[src/rtl/button_event_gen.sv]
`timescale 1ns/1ps
`default_nettype none
// ============================================================================
//  Module   : button_event_gen
//  Purpose  : Turns the debounced, active-high button level into one-cycle
//             event pulses (Press, Release, LongPress, Repeat) plus a Held
//             level for the time-set controller. Runs entirely in the 50 MHz
//             domain and resynchronises Cleaned, which is produced from the
//             derived 100 Hz clock.
//  Revision : 1.0 - initial release
// ----------------------------------------------------------------------------
//  Parameters
//    TICK_DIV     : Clk_50Mhz cycles per hold-timing tick (>= 2)
//    LONG_TICKS   : ticks held before LongPress fires (1..65535)
//    REPEAT_TICKS : ticks between Repeat pulses after long-press (1..65535)
//  Ports
//    Clk_50Mhz  in  system clock, rising edge
//    Rst        in  synchronous active-high reset
//    Cleaned    in  debounced button level, 1 = pressed (asynchronous)
//    Press      out one-cycle pulse on each press
//    Release    out one-cycle pulse on each release
//    LongPress  out one-cycle pulse when the hold reaches LONG_TICKS
//    Repeat     out one-cycle pulse every REPEAT_TICKS while held past
//                   long-press
//    Held       out level, 1 while the button is considered held
//  Configuration macro
//    BUTTON_AUTO_REPEAT_EN : when defined, the auto-repeat counter and the
//                            Repeat pulse are built; otherwise Repeat is 0
//                            and the long state just waits for release.
// ============================================================================
module button_event_gen #(
   parameter int TICK_DIV     = 50_000,
   parameter int LONG_TICKS   = 800,
   parameter int REPEAT_TICKS = 150
) (
   input  logic Clk_50Mhz,
   input  logic Rst,
   input  logic Cleaned,
   output logic Press,
   output logic Release,
   output logic LongPress,
   output logic Repeat,
   output logic Held
);

   // -------------------------------------------------------------------------
   // Elaboration-time parameter range checks
   // -------------------------------------------------------------------------
   generate
      if (TICK_DIV < 2) begin : g_chk_tick_div
         $error("button_event_gen: TICK_DIV must be >= 2");
      end
      if ((LONG_TICKS < 1) || (LONG_TICKS > 65535)) begin : g_chk_long_ticks
         $error("button_event_gen: LONG_TICKS must be in 1..65535");
      end
      if ((REPEAT_TICKS < 1) || (REPEAT_TICKS > 65535)) begin : g_chk_repeat_ticks
         $error("button_event_gen: REPEAT_TICKS must be in 1..65535");
      end
   endgenerate

   // -------------------------------------------------------------------------
   // Constants
   // -------------------------------------------------------------------------
   localparam int                 c_div_w    = $clog2(TICK_DIV);
   localparam logic [c_div_w-1:0] c_div_last = c_div_w'(TICK_DIV - 1);
   localparam logic [c_div_w-1:0] c_div_one  = c_div_w'(1);
   localparam logic [15:0]        c_long     = 16'(LONG_TICKS);
`ifdef BUTTON_AUTO_REPEAT_EN
   localparam logic [15:0]        c_repeat   = 16'(REPEAT_TICKS);
`endif

   typedef enum logic [1:0] {
      ST_IDLE    = 2'd0,
      ST_PRESSED = 2'd1,
      ST_LONG    = 2'd2
   } state_t;

   // -------------------------------------------------------------------------
   // Registers and next-state wires
   // -------------------------------------------------------------------------
   logic               r_sync1;
   logic               r_sync2;
   state_t             r_state;
   logic [c_div_w-1:0] r_div;
   logic [15:0]        r_hold;
   logic               r_press;
   logic               r_release;
   logic               r_long;
   logic               r_held;

   state_t             w_state_nxt;
   logic [c_div_w-1:0] w_div_nxt;
   logic [c_div_w-1:0] w_div_step;
   logic [15:0]        w_hold_nxt;
   logic [15:0]        w_hold_inc;
   logic               w_press_nxt;
   logic               w_release_nxt;
   logic               w_long_nxt;
   logic               w_held_nxt;
   logic               w_btn;
   logic               w_tick;

`ifdef BUTTON_AUTO_REPEAT_EN
   logic [15:0]        r_rep;
   logic               r_repeat;
   logic [15:0]        w_rep_nxt;
   logic [15:0]        w_rep_inc;
   logic               w_repeat_nxt;
`endif

   // Synchronised button level.
   assign w_btn = r_sync2;

   // The divider only advances while held and is cleared in idle, so every
   // press starts its timing from a fresh tick boundary.
   assign w_tick     = (r_div == c_div_last);
   assign w_div_step = w_tick ? '0 : (r_div + c_div_one);
   assign w_hold_inc = r_hold + 16'd1;
`ifdef BUTTON_AUTO_REPEAT_EN
   assign w_rep_inc  = r_rep + 16'd1;
`endif

   // -------------------------------------------------------------------------
   // State and output registers
   // -------------------------------------------------------------------------
   always_ff @(posedge Clk_50Mhz) begin
      if (Rst) begin
         r_sync1   <= 1'b0;
         r_sync2   <= 1'b0;
         r_state   <= ST_IDLE;
         r_div     <= '0;
         r_hold    <= 16'd0;
         r_press   <= 1'b0;
         r_release <= 1'b0;
         r_long    <= 1'b0;
         r_held    <= 1'b0;
      end else begin
         r_sync1   <= Cleaned;
         r_sync2   <= r_sync1;
         r_state   <= w_state_nxt;
         r_div     <= w_div_nxt;
         r_hold    <= w_hold_nxt;
         r_press   <= w_press_nxt;
         r_release <= w_release_nxt;
         r_long    <= w_long_nxt;
         r_held    <= w_held_nxt;
      end
   end

`ifdef BUTTON_AUTO_REPEAT_EN
   always_ff @(posedge Clk_50Mhz) begin
      if (Rst) begin
         r_rep    <= 16'd0;
         r_repeat <= 1'b0;
      end else begin
         r_rep    <= w_rep_nxt;
         r_repeat <= w_repeat_nxt;
      end
   end
`endif

   // -------------------------------------------------------------------------
   // Next-state and pulse logic. Release is checked first in the held
   // states so it always wins over a LongPress/Repeat due in the same cycle.
   // -------------------------------------------------------------------------
   always_comb begin
      w_state_nxt   = r_state;
      w_div_nxt     = r_div;
      w_hold_nxt    = r_hold;
      w_press_nxt   = 1'b0;
      w_release_nxt = 1'b0;
      w_long_nxt    = 1'b0;
`ifdef BUTTON_AUTO_REPEAT_EN
      w_rep_nxt     = r_rep;
      w_repeat_nxt  = 1'b0;
`endif

      case (r_state)
         ST_IDLE: begin
            w_div_nxt  = '0;
            w_hold_nxt = 16'd0;
`ifdef BUTTON_AUTO_REPEAT_EN
            w_rep_nxt  = 16'd0;
`endif
            if (w_btn) begin
               w_state_nxt = ST_PRESSED;
               w_press_nxt = 1'b1;
            end
         end

         ST_PRESSED: begin
            if (!w_btn) begin
               w_state_nxt   = ST_IDLE;
               w_release_nxt = 1'b1;
               w_div_nxt     = '0;
               w_hold_nxt    = 16'd0;
`ifdef BUTTON_AUTO_REPEAT_EN
               w_rep_nxt     = 16'd0;
`endif
            end else begin
               w_div_nxt = w_div_step;
               if (w_tick) begin
                  // hold_cnt saturates at LONG_TICKS: it is never advanced
                  // again once the long state is entered.
                  w_hold_nxt = w_hold_inc;
                  if (w_hold_inc == c_long) begin
                     w_state_nxt = ST_LONG;
                     w_long_nxt  = 1'b1;
`ifdef BUTTON_AUTO_REPEAT_EN
                     w_rep_nxt   = 16'd0;
`endif
                  end
               end
            end
         end

         ST_LONG: begin
            if (!w_btn) begin
               w_state_nxt   = ST_IDLE;
               w_release_nxt = 1'b1;
               w_div_nxt     = '0;
               w_hold_nxt    = 16'd0;
`ifdef BUTTON_AUTO_REPEAT_EN
               w_rep_nxt     = 16'd0;
`endif
            end else begin
               w_div_nxt = w_div_step;
`ifdef BUTTON_AUTO_REPEAT_EN
               if (w_tick) begin
                  if (w_rep_inc == c_repeat) begin
                     w_rep_nxt    = 16'd0;
                     w_repeat_nxt = 1'b1;
                  end else begin
                     w_rep_nxt    = w_rep_inc;
                  end
               end
`endif
            end
         end

         default: begin
            w_state_nxt = ST_IDLE;
            w_div_nxt   = '0;
            w_hold_nxt  = 16'd0;
`ifdef BUTTON_AUTO_REPEAT_EN
            w_rep_nxt   = 16'd0;
`endif
         end
      endcase

      w_held_nxt = (w_state_nxt != ST_IDLE);
   end

   // -------------------------------------------------------------------------
   // Outputs (all driven directly from registers)
   // -------------------------------------------------------------------------
   assign Press     = r_press;
   assign Release   = r_release;
   assign LongPress = r_long;
   assign Held      = r_held;
`ifdef BUTTON_AUTO_REPEAT_EN
   assign Repeat    = r_repeat;
`else
   assign Repeat    = 1'b0;
`endif

endmodule
`default_nettype wire

[config.mk]
export PLATFORM = sky130hd
export DESIGN_NAME = button_event_gen
export DESIGN_NICKNAME = d
export VERILOG_FILES = /design/src/rtl/button_event_gen.sv
export SDC_FILE = /design/constraint.sdc
export NUM_CORES = 1
export LEC_CHECK = 0
export BUFFER_PORTS_ARGS = -buffer_cell sky130_fd_sc_hd__buf_2
export CORE_MARGIN = 3
export CORE_UTILIZATION = 55
export CTS_CLUSTER_SIZE = 10
export DETAILED_ROUTE_END_ITERATION = 12
export PLACE_DENSITY_LB_ADDON = 0.2
export SETUP_SLACK_MARGIN = 0.3
export SLEW_MARGIN = 20
export SYNTH_ARGS = -nofsm -noshare
export SYNTH_HDL_FRONTEND = slang
export SYNTH_SLANG_ARGS = --single-unit
[constraint.sdc]
create_clock -name Clk_50Mhz -period 2.8 [get_ports Clk_50Mhz]
set_clock_uncertainty 0.05 [all_clocks]
set_input_delay 0.42 -clock Clk_50Mhz [delete_from_list [all_inputs] [get_ports Clk_50Mhz]]
set_output_delay 0.42 -clock Clk_50Mhz [all_outputs]
set_load 0.05 [all_outputs]
# Word-level counts from Yosys, hierarchy flattened
# Cells that the tools add are included.
classes:
  eq_ne: 6
  n_reduce_logical: 8
  bitwise: 5
  n_addsub: 2
  muxes: 13
ops:
  columns: ["cell", "n"]
  rows:
  - ["$mux W16", 3]
  - ["$add A16 B1 Y16 const B", 2]
  - ["$pmux W16 S2", 1]
  - ["$eq A16 B10 Y1 const B", 1]
  - ["$eq A16 B16 Y1 const B", 1]
  - ["$mux W2", 5]
  - ["$reduce_or A4 Y1", 2]
  - ["$pmux W2 S3", 1]
  - ["$reduce_or A2 Y1", 3]
  - ["$not A1 Y1", 5]
  - ["$mux W1", 3]
  - ["$ne A3 B3 Y1 const B", 1]
  - ["$eq A2 B1 Y1 const B", 1]
  - ["$eq A2 B2 Y1 const B", 1]
  - ["$logic_not A2 Y1", 1]
  - ["$ne A2 B2 Y1 const B", 1]
  - ["$reduce_and A2 Y1", 1]
  - ["$reduce_bool A2 Y1", 1]
word_totals:
  ff_bits: 40
  output_inout_bits: 5

# Depth between registers and ports, before layout
logic_depth:
  ltp_word: 7
  mapped_depth: 9
  depth_no_buf: 8

# Least setup slack after synthesis
# OpenSTA, ideal clock, no wires.
synth_timing:
  kind: "register to register"
  start: "register r_div[0]"
  end: "register r_held (netlist: Held)"
  path_slack_ns: 0.792
  required_ns: 2.618
  period_less_slack_ns: 2.008
  n_path_buf: 1
  stages_incl_launch_ff: 9
  setup_time_ns: 0.132
  arrival_ns: 1.826
  path_cell_list: "dfxtp_1 ha_1 and3_1 buf_2 nand4_1 a211o_1 nor4_1 and4_1 o211ai_1"
synth_between:
  elab_chain_cells: 5
synth_rtl:
  columns: ["element", "line_no", "rtl"]
  rows:
  - ["from (decl)", "84", "logic [c_div_w-1:0] r_div;"]
  - ["from (signal assigned)", "141", "r_div <= w_div_nxt;"]
  - ["$eq A16 B16 Y1", "116", "assign w_tick = (r_div == c_div_last);"]
  - ["$mux W2", "202", "if (w_tick) begin"]
  - ["$mux W2", "192", "if (!w_btn) begin"]
  - ["$pmux W2 S3", "178", "case (r_state)"]
  - ["$reduce_bool A2 Y1", "251", "w_held_nxt = (w_state_nxt != ST_IDLE);"]
  - ["to (signal assigned)", "146", "r_held <= w_held_nxt;"]
  - ["to (decl)", "89", "logic r_held;"]
# Every way passes these cells.
# A chain may end at the register's enable or synchronous reset.

# Final worst setup path
layout_timing:
  start: "register r_hold[0]"
  end: "register r_held (netlist: Held)"
layout_between:
  elab_chain_cells: 7
layout_rtl:
  columns: ["element", "line_no", "rtl"]
  rows:
  - ["from (decl)", "85", "logic [15:0] r_hold;"]
  - ["from (signal assigned)", "142", "r_hold <= w_hold_nxt;"]
  - ["$add A16 B1 Y16", "118", "assign w_hold_inc = r_hold + 16'd1;"]
  - ["$eq A16 B10 Y1", "206", "if (w_hold_inc == c_long) begin"]
  - ["$mux W2", "206", null]
  - ["$mux W2", "202", null]
  - ["$mux W2", "192", null]
  - ["$pmux W2 S3", "178", null]
  - ["$reduce_bool A2 Y1", "251", null]
# Every way passes these cells.

==> results.md <==
Finish:
- The net count of the finished layout is between 200 and 300.
- The number of antenna cells inserted is 0.
- The filler cells instantiated in the layout total a little under 300.
- The layout-stage area growth over the synthesis result is 6.483%.
- Excluding fillers, the count of instances in the completed layout stands at 304.
- The fraction of final layout cells sized beyond drive strength 1 is 8.527%.

GRT:
- The maximum number of pins on one net before global-route repair is 25.
- The number of global-route vias before repair came to 1609.
- The initial antenna violation count is 0.
- The first global-routing pass estimated 7314 um of wire.
- The total overflow left after global routing is 0.
- The global routing usage summed across all routing layers is 20.99%.

Floorplan:
- The number of top-level design ports is 8.
- The number of standard-cell rows in the floorplan is 21.
- The floorplan step set the die height to 67.56 um.
- The width of the chip is 67.56 um.
- The die covers 4564 um2.
- The initial utilization of the core area, before any placement, comes to between 50% and 60%.
- The placeable core region is 3495 um2.

Worst setup path:
- The kind of launch point of the worst setup path is a flop.
- The startpoint of the worst-slack reg-to-reg timing path is r_hold[0].
- The cell type of the slowest stage on the worst timing path is sky130_fd_sc_hd__dfxtp_1.
- The worst setup path is captured at a flop.
- The most critical setup path has its endpoint at Held.
- The critical path arrival is 2360 ps.
- The critical path goes through ha_1 -> nand4_1 -> nor3_1 -> xor2_1 -> nor4_2 -> and4_1 -> o211ai_1.
- The kind of cell with the highest combined delay along the critical path is simple AND/OR/NAND/NOR gates.
- Tracing the worst setup path back leads to its startpoint at r_hold[0].
- The number of buffer and inverter instances along the worst setup path is 0.
- The endpoint required time on the critical path is 2920 ps.
- The critical path class is flop to flop.
- The depth of the worst register-to-register path is 7.
- For this run, the slowest stage of the critical path takes 450 ps.
- In this run the number of cells on the critical path is 7.
- The setup check on the worst reg-to-reg path leaves a slack of 560 ps.
- The critical register-to-register path endpoint is Held.
- The highest net fanout along the worst path is 8.

Routing:
- In the final routed layout, each cell accounts on average for approximately 14 um.
- The final antenna-violating net count is 0.
- For this block, the routed nets add up to 4108 um of wire.
- The violation count after the first detailed-routing iteration is 188.
- Detailed routing inserted a total of 1756 vias.
- The count of TritonRoute iterations in the first routing pass is 4.
- After detailed routing, the number of remaining DRC violations is 0.
- The per-cell via count in the routed design is 5.776.

Clocking:
- The post-cts resize count is 0.
- The root buffer selected by CTS is sky130_fd_sc_hd__clkbuf_8.
- The maximum number of buffers from clock root to sink is 2.
- The number of setup buffers added after CTS is 0.
- The number of buffers added to fix hold violations after cts is 0.
- The number of clock sinks is 40.
- The clock transition at the register clock pins on the worst setup and hold paths after CTS is roughly 80 ps.
- At the later pin of the worst-skew pair, clock insertion delay measures between 200 and 300 ps.
- The clock tree from TritonCTS is yes.
- The total clock buffers created by CTS is 5.
- The H-tree generated during clock tree synthesis spans 2 levels.

Logic synthesis:
- The synthesized netlist devotes 12.12% of its cell area to compound gates.
- The share of synthesized cell area in and, or, nand and nor gates is 32.53%.
- The Yosys step of the flow raised 0 warnings.
- The most common flop cell mapped by yosys is sky130_fd_sc_hd__dfxtp_1.
- Counting flops and latches in the post-synthesis netlist gives 40.
- Of the total synthesized cell area, the portion taken by full adders, half adders and majority gates is 3.601%.
- The count of flip-flops with a built-in enable after synthesis is 0.
- Synthesis produced 255 cells.
- Of the synthesized area, sequential elements account for about two fifths.
- The async set or reset register ratio after synthesis is 0%.
- The number of nets in the synthesized netlist is roughly 260.
- The main combinational cell family by area after synthesis is simple AND/OR/NAND/NOR gates.
- The number of different library cells used by synthesis comes to 44.
- The average instance area after synthesis is approximately 8.2 um2.
- After synthesis the cells add up to 2084 um2.
- The synthesized-area fraction occupied by xor and xnor cells is a little over 9%.
- The multiplexer share of the synthesized area is 0%.

Power:
- The leakage dissipation is 0.7769 nW.
- The peak ir drop on the vdd network is 346.5 uV.
- The switching share of total power is between 20% and 30%.
- In this run, the combinational gates consume 3.2% of the power.
- The internal power summed over all cells is between 0.7 and 0.8 mW.
- The share of total power dissipated in the clock network is 39.3%.
- The power spent charging and discharging nets is 0.2229 mW.
- Of the total power, registers draw 57.5%.
- The ratio of total power to cell area is 450.6 nW/um2.

STA:
- The count of pins over their slew limit is 0.
- For the pin with the worst max-slew slack, the measured transition is 649.1 ps.
- After layout, the worst path uses around 80% of the clock period.
- The timing-limited maximum frequency is 0.4468 GHz.
- The time the worst path needs with I/O delays and setup is 2238 ps.
- In this run the tightest slew margin relative to its limit is approximately 56%.
- Setup repair after global routing left no endpoint under its margin.
- Setup violations remaining at the end of the flow were counted as 0.
- The number of hold violations in the final report is 0.
- Setup total negative slack on the finished layout was measured at 0 ps.

Placement:
- The placer congestion estimate is 0.8709.
- Once detailed placement completed, the half-perimeter wirelength came to 2737 um.
- In this run the tool buffered the top-level ports with 6 buffer cells.
- The number of cells in the design after placement is 296.

Run status:
- The run finished with clean final reports.

Flow run:
- The max-cap violation count is 0.

Worst hold path:
- The path class of the tightest hold or removal check is primary input to flop.
- The beginning of the worst hold path is Cleaned.
==> cell type report <==
class                           count  area (um2)  area share (%)
Multi-Input combinational cell    197        1209           54.45
Sequential cell                    40       800.8           36.08
Tap cell                           46       57.56           2.593
Clock inverter                      2       10.01          0.4510
Timing Repair Buffer                7       37.54           1.691
Inverter                            6       22.52           1.015
Clock buffer                        6       82.58           3.720
==> cells by family (layout without fill, tap and decap cells) <==
family / Yosys count / count (layout)
AO/OA/AOI/OAI: 43 / 43
XOR/XNOR: 22 / 22
adder cells (fa/ha/maj): 6 / 6
buffers and inverters: 18 / 21
flip-flops: 40 / 40
other: 1 / 1
AND/OR/NAND/NOR: 125 / 125
==> sequential cells by signal, summed over array words and instances, names as in the netlist <==
signal / count
r_sync2: 1
r_sync1: 1
r_state: 2
LongPress: 1
Held: 1
Press: 1
Release: 1
r_div: 16
r_hold: 16
==> cells in the mapped netlist (all sizes together) (2+ instances only) <==
cell	n	share of area [%]
and3	7	2.1
dfxtp	40	38
ha	6	3.6
or3b	2	0.84
o21ai	14	3.4
xnor2	12	5.0
nor3	5	1.2
and2	6	1.8
inv	6	1.1
nand3	12	2.9
clkbuf	8	1.4
buf	4	1.4
nor2	39	7.0
nor4	4	1.5
nor2b	2	0.60
nand2	19	3.4
o31a	3	1.3
a21oi	16	3.8
xor2	10	4.2
or3	8	2.6
and4bb	2	1.2
nand4	8	2.7
nor3b	4	1.4
and4	3	1.3
==> through the flow <==
step / utilization, % / hold slack (ps) / total power, mW / cell area (um2) / setup slack [ps]
after CTS: 63.34 / 291.4 / 1.014 / 2213 / 445.2
after global routing: 63.52 / 298.2 / 1.043 / 2220 / 361.8
after floorplan: - / 363.2 / 0.6130 / 2085 / 791.9
after detailed placement: 60.69 / 377.2 / 0.6199 / 2121 / 551.1
after global placement: 60.69 / 374.5 / 0.6194 / 2121 / 643.8
final: 63.52 / 292.2 / 1.000 / 2220 / 561.7
==> power groups by stage <==
stage / Sequential, mW / Combinational, mW / Clock [mW]
finish: 0.575 / 0.0316 / 0.393
detailed placement: 0.589 / 0.0313 / 0
global placement: 0.588 / 0.0309 / 0
floorplan: 0.593 / 0.0205 / 0
global route: 0.576 / 0.0346 / 0.433
CTS: 0.575 / 0.0316 / 0.407
==> layout by cell type, fill, tap and decap left out, types with 6 or more instances in the layout <==
cell                       netlist  layout
sky130_fd_sc_hd__and2_1          6       6
sky130_fd_sc_hd__clkbuf_8        0       6
sky130_fd_sc_hd__or3_1           7       7
sky130_fd_sc_hd__nand4_1         7       7
sky130_fd_sc_hd__nand2_1        19      19
sky130_fd_sc_hd__dfxtp_1        40      40
sky130_fd_sc_hd__buf_2           2       6
sky130_fd_sc_hd__ha_1            6       6
sky130_fd_sc_hd__xor2_1         10      10
sky130_fd_sc_hd__o21ai_0        14      14
sky130_fd_sc_hd__a21oi_1        16      16
sky130_fd_sc_hd__xnor2_1        12      12
sky130_fd_sc_hd__nor2_1         39      39
sky130_fd_sc_hd__nand3_1        12      12
sky130_fd_sc_hd__inv_1           6       6
sky130_fd_sc_hd__and3_1          7       7
==> worst reg2reg max path, stage by stage, from the launching register on <==
cell                       delay [ps]
sky130_fd_sc_hd__dfxtp_1          450
sky130_fd_sc_hd__ha_1             300
sky130_fd_sc_hd__nand4_1          190
sky130_fd_sc_hd__nor3_1           380
sky130_fd_sc_hd__xor2_1           140
sky130_fd_sc_hd__nor4_2           250
sky130_fd_sc_hd__and4_1           290
sky130_fd_sc_hd__o211ai_1          80
==> routing by layer <==
metal | vias to the layer above | global-route usage [%] | part of all wire, %
li1 | 895 | - | -
met1 | 806 | 29.45 | 49
met2 | 48 | 31.35 | 43
met3 | 7 | 5.491 | 7.0
met4 | 0 | 6.076 | 1.3
met5 | - | 0 | 0
==> how the worst min path moves through the flow <==
stage / end / depth (start not counted)
2_1_floorplan: r_div[0] / 1
3_3_place_gp: r_div[0] / 1
3_5_place_dp: r_sync2 / 1
4_1_cts: r_sync1 / 2
5_1_grt: r_sync1 / 2
6_report: r_sync1 / 2
No activity file was read; power rests on OpenSTA's default activity.
